==> src/rtl/timer_mmio.sv <==
// rtl/timer_mmio.sv - memory-mapped prescaled timer with compare match and sticky irq flag
// Register window on the CPU data bus; reads are combinational, writes land on the clock edge.
module timer_mmio #(
  parameter logic [31:0] BASE_ADDR = 32'hFF20_0000,
  parameter int unsigned IRQ_BIT   = 7
) (
  input  logic        iCLK,
  input  logic        iRST,
  input  logic        iReadEnable,
  input  logic        iWriteEnable,
  input  logic [3:0]  iByteEnable,
  input  logic [31:0] iAddress,
  input  logic [31:0] iWriteData,
  output logic [31:0] oReadData,
  output logic        oSelected,
  output logic [7:0]  oPendingInterrupt
);

  localparam logic [2:0] OFF_CTRL   = 3'd0;
  localparam logic [2:0] OFF_PRESC  = 3'd1;
  localparam logic [2:0] OFF_COUNT  = 3'd2;
  localparam logic [2:0] OFF_CMP    = 3'd3;
  localparam logic [2:0] OFF_STATUS = 3'd4;
  localparam logic [2:0] OFF_PCNT   = 3'd5;
  localparam logic [2:0] IRQ_IDX    = IRQ_BIT[2:0];

  logic [2:0]  ctrl;
  logic [15:0] presc;
  logic [15:0] pcnt;
  logic [31:0] count;
  logic [31:0] cmp;
  logic        flag;

  logic [2:0]  offset;
  logic        wrEn;
  logic        tick;
  logic        match;
  logic        flagClear;
  logic [31:0] laneMask;
  logic [31:0] countMerged;
  logic [31:0] cmpMerged;
  logic        unusedAddrBits;

  assign oSelected      = (iAddress[31:5] == BASE_ADDR[31:5]);
  assign offset         = iAddress[4:2];
  assign wrEn           = iWriteEnable & oSelected;
  assign tick           = ctrl[0] & (pcnt == presc);
  assign match          = (count == cmp);
  assign flagClear      = wrEn & (offset == OFF_STATUS) & iByteEnable[0] & iWriteData[0];
  assign unusedAddrBits = ^iAddress[1:0];

  assign laneMask = {{8{iByteEnable[3]}}, {8{iByteEnable[2]}},
                     {8{iByteEnable[1]}}, {8{iByteEnable[0]}}};
  assign countMerged = (count & ~laneMask) | (iWriteData & laneMask);
  assign cmpMerged   = (cmp & ~laneMask) | (iWriteData & laneMask);

  always_ff @(posedge iCLK) begin
    if (iRST) begin
      ctrl  <= 3'd0;
      presc <= 16'd0;
      pcnt  <= 16'd0;
      count <= 32'd0;
      cmp   <= 32'hFFFF_FFFF;
      flag  <= 1'b0;
    end else begin
      if (wrEn && offset == OFF_CTRL && iByteEnable[0])
        ctrl <= iWriteData[2:0];

      if (wrEn && offset == OFF_PRESC) begin
        if (iByteEnable[0]) presc[7:0]  <= iWriteData[7:0];
        if (iByteEnable[1]) presc[15:8] <= iWriteData[15:8];
      end

      // Reprogramming the divider restarts the current prescale period.
      if (wrEn && offset == OFF_PRESC)
        pcnt <= 16'd0;
      else if (tick)
        pcnt <= 16'd0;
      else if (ctrl[0])
        pcnt <= pcnt + 16'd1;

      // A bus write to COUNT beats the tick update, including the reload.
      if (wrEn && offset == OFF_COUNT)
        count <= countMerged;
      else if (tick)
        count <= (match && ctrl[1]) ? 32'd0 : count + 32'd1;

      if (wrEn && offset == OFF_CMP)
        cmp <= cmpMerged;

      if (tick && match)
        flag <= 1'b1;
      else if (flagClear)
        flag <= 1'b0;
    end
  end

  always_comb begin
    oReadData = 32'd0;
    if (oSelected && iReadEnable) begin
      case (offset)
        OFF_CTRL:   oReadData = {29'd0, ctrl};
        OFF_PRESC:  oReadData = {16'd0, presc};
        OFF_COUNT:  oReadData = count;
        OFF_CMP:    oReadData = cmp;
        OFF_STATUS: oReadData = {31'd0, flag};
        OFF_PCNT:   oReadData = {16'd0, pcnt};
        default:    oReadData = 32'd0;
      endcase
    end
  end

  always_comb begin
    oPendingInterrupt          = 8'd0;
    oPendingInterrupt[IRQ_IDX] = flag & ctrl[2];
  end

endmodule

==> config.mk <==
export PLATFORM = sky130hd
export DESIGN_NAME = timer_mmio
export DESIGN_NICKNAME = d
export VERILOG_FILES = /design/src/rtl/timer_mmio.sv
export SDC_FILE = /design/constraint.sdc
export NUM_CORES = 1
export LEC_CHECK = 0
export BUFFER_PORTS_ARGS = -buffer_cell sky130_fd_sc_hd__buf_2
export CORE_MARGIN = 2
export CORE_UTILIZATION = 52
export CTS_CLUSTER_SIZE = 24
export DETAILED_ROUTE_END_ITERATION = 6
export PLACE_DENSITY_LB_ADDON = 0.05
export SLEW_MARGIN = 20
export SYNTH_ARGS = -nofsm -noshare
export SYNTH_HDL_FRONTEND = slang
export SYNTH_SLANG_ARGS = --single-unit
==> constraint.sdc <==
create_clock -name iCLK -period 5.5 [get_ports iCLK]
set_input_delay 0.55 -clock iCLK [delete_from_list [all_inputs] [get_ports iCLK]]
set_output_delay 0.55 -clock iCLK [all_outputs]
set_load 0.005 [all_outputs]
==> run summary <==
status -> finished, final reports clean
first-pass GRT wire length -> 32.5 mm
vias in the first global route -> 6,302
Die Area -> 13,300 µm²
DRT Wirelength -> 20.8 mm
# hold bufs at CTS -> 0
top cells by count, synth -> 138 x nand2_1, 100 x dfxtp_1, 66 x nor2_1
Post-synth EDFFs -> 0
Hold WS -> 0.414 ns
Num Clock Sinks -> 100
Top cell by count, worst path -> buf_2
WP data required -> 4.95 ns
Longest Clk Path Bufs -> 2
pin count of the biggest net entering global routing -> 52
Std-Cell Rows -> 40
vias -> 6,657
H-tree levels -> 3
pwr dens -> 202 nW/µm²
CTS tree -> done
hpwl dp -> 14.8 mm
Worst Path Arrival -> 2.84 ns
met2 track demand over resource -> 51.3%
Slew HR -> 23.1%
Core Util, Final -> 59.9%
dominant cells by area after synthesis -> dfxtp_1 31%, nand2_1 8.0%, a22oi_1 6.3%
RSZ-0062 raised after global routing -> no
Via density -> 6.18
Die Ht -> 115 µm
initial antenna violation count -> 0
Min-Delay Path Class -> input port to flip-flop
synth-to-layout area growth -> 12.2%
Mapped Cells -> 847
ys async rst share -> 0%
Initial Util -> 53.4%
DIE WIDTH -> 115 µm
clk slew on worst S/H paths -> 0.07 ns
design area -> 7230 µm²
Post-DP Area -> 6940 µm²
Min-Delay Startpoint -> iWriteData[25]
Avg Inst Size Synth -> 7.60 µm²
# Post-CTS Setup Buffers -> 0
layout cells sized above 1 -> 14.7%
min Tclk post-route -> 3.39 ns
Critical Path Fanout Max -> 31
Crit path max-delay family -> simple AND/OR/NAND/NOR gates
gpl congestion -> 0.901
Ports -> 113
Leak -> 0.00284 µW
Crit path buffers/inverters -> 2
max frequency -> 295 MHz
busiest grt layer -> met2
Startpoint Class -> input port
YS warnings -> 0
Starting DRT DRC Count -> 667
ANT cells -> 0
Core ar. -> 12,100 µm²
top cell type's share of synthesized area -> 31.1%
max-cap viol count -> 0
sequential element share of the synthesized area -> 31.1%
DR WL/cell -> 19.3 µm
Seq cells post-synth -> 100
most area-hungry cell type in the Yosys netlist -> dfxtp_1
clk root buf -> clkbuf_16
Max Clock Skew -> 0.00711 ns
Num CTS Buffers -> 9
Sum Neg Setup Slack -> 0 ns
router iterations before antenna repair -> 5
worst slew pin tran -> 1.14 ns
Crit. End Element -> output port
Final Hold Fails -> 0
Post-synth top flop -> dfxtp_1
met1 GRT Util -> 40.3%
clk_lat worst skew -> 0.35 ns
crit-path max cell delay -> 0.53 ns
GR met3 Demand/Resource -> 5.48%
count leader, synth -> nand2_1
GRT Residual Overflow -> 0
Final nets -> 980
Worst Setup SP -> iAddress[6]
Final Max Tran Viols -> 0
IO Port Bufs -> 103
slowest stage cell, crit path -> or4_4
post-cts sizing count -> 0
crit-path cells -> buf_2 > or4_1 > or4_4 > nor2_1 > nand2_1 > a21o_2 > a21oi_1 > buf_2
setup violators final -> 0
kind of critical path -> input port to output port
DR DRC count -> 0
cell area after synthesis -> 6440 µm²
final worst-path cycle share -> 61.6%
Total GRT Usage -> 31.2%
Synth cell types -> 63
Max rail drop VDD -> 0.171 mV
Antenna Nets Post-Route -> 0
## cells in the final DEF, fill, tap and decap left out, types with 6 or more instances in the layout
cell type / n
a211oi_1: 6
a21boi_0: 10
a21oi_1: 54
a22oi_1: 54
a31oi_1: 14
and3_1: 25
and4_1: 8
buf_2: 103
clkbuf_16: 9
conb_1: 7
dfxtp_1: 100
inv_1: 23
mux2i_1: 7
nand2_1: 138
nand3_1: 24
nand3b_1: 40
nand4_1: 21
nor2_1: 65
nor3_1: 12
nor4_1: 11
o21ai_0: 18
o32ai_1: 9
xnor2_1: 44
xor2_1: 28
## area by class of cell
type / instances / area [µm²]
Multi-Input combinational cell: 664 / 4090
Fill cell: 1157 / 4840
Tap cell: 168 / 210
Inverter: 23 / 86.3
Clock buffer: 13 / 250
Timing Repair Buffer: 108 / 553
Clock inverter: 2 / 35.0
Sequential cell: 100 / 2000
## metal layers
metal | routed length [µm] | up-vias
met5 | 0 | -
met3 | 1370 | 39
met4 | 510 | 0
met2 | 9980 | 272
met1 | 8970 | 3199
li1 | - | 3147
## cells by family after synthesis
family                     count (synthesis)  synth area share, %
and+or+nand+nor                          375                 30.2
adders and majority gates                  2                0.389
buffers and inverters                     89                 6.06
other                                      1               0.0582
xor gates and xnor gates                  72                 9.79
DFF                                      100                 31.1
muxes                                      7                 1.09
AOI/OAI and AO/OA                        201                 21.3
## per-stage QoR
| stage | power (µW) | worst slack, ns | std cells |
|---|---|---|---|
| 3_3_place_gp | 831 | 1.91 | 1063 |
| 5_1_grt | 1500 | 1.97 | 1078 |
| 4_1_cts | 1470 | 1.86 | 1078 |
| 2_1_floorplan | 789 | 2.59 | 853 |
| 3_5_place_dp | 834 | 1.87 | 1063 |
| 6_report | 1460 | 2.11 | 1078 |
## worst min-delay path, stage by stage
cell	delay [ns]
buf_2	0.08
nand2_1	0.04
nand3b_1	0.06
## final timing paths
check                               endpoint  slack, ns  cells after the start
worst max-delay path            oReadData[8]       2.11                      8
worst min-delay path               flip-flop       0.41                      3
worst max register to register     flip-flop       2.15                      6
worst min register to register      presc[4]       0.48                      2
## report_power, final
part,leakage (µW),total [µW],internal [µW],switching (µW)
combinational,0.00189,97.0,37.6,59.4
sequential,0.000806,724,724,0.00000114
clock,0.000140,641,363,278
total,0.00284,1460,1120,337
No activity file was read; power rests on OpenSTA's default activity.
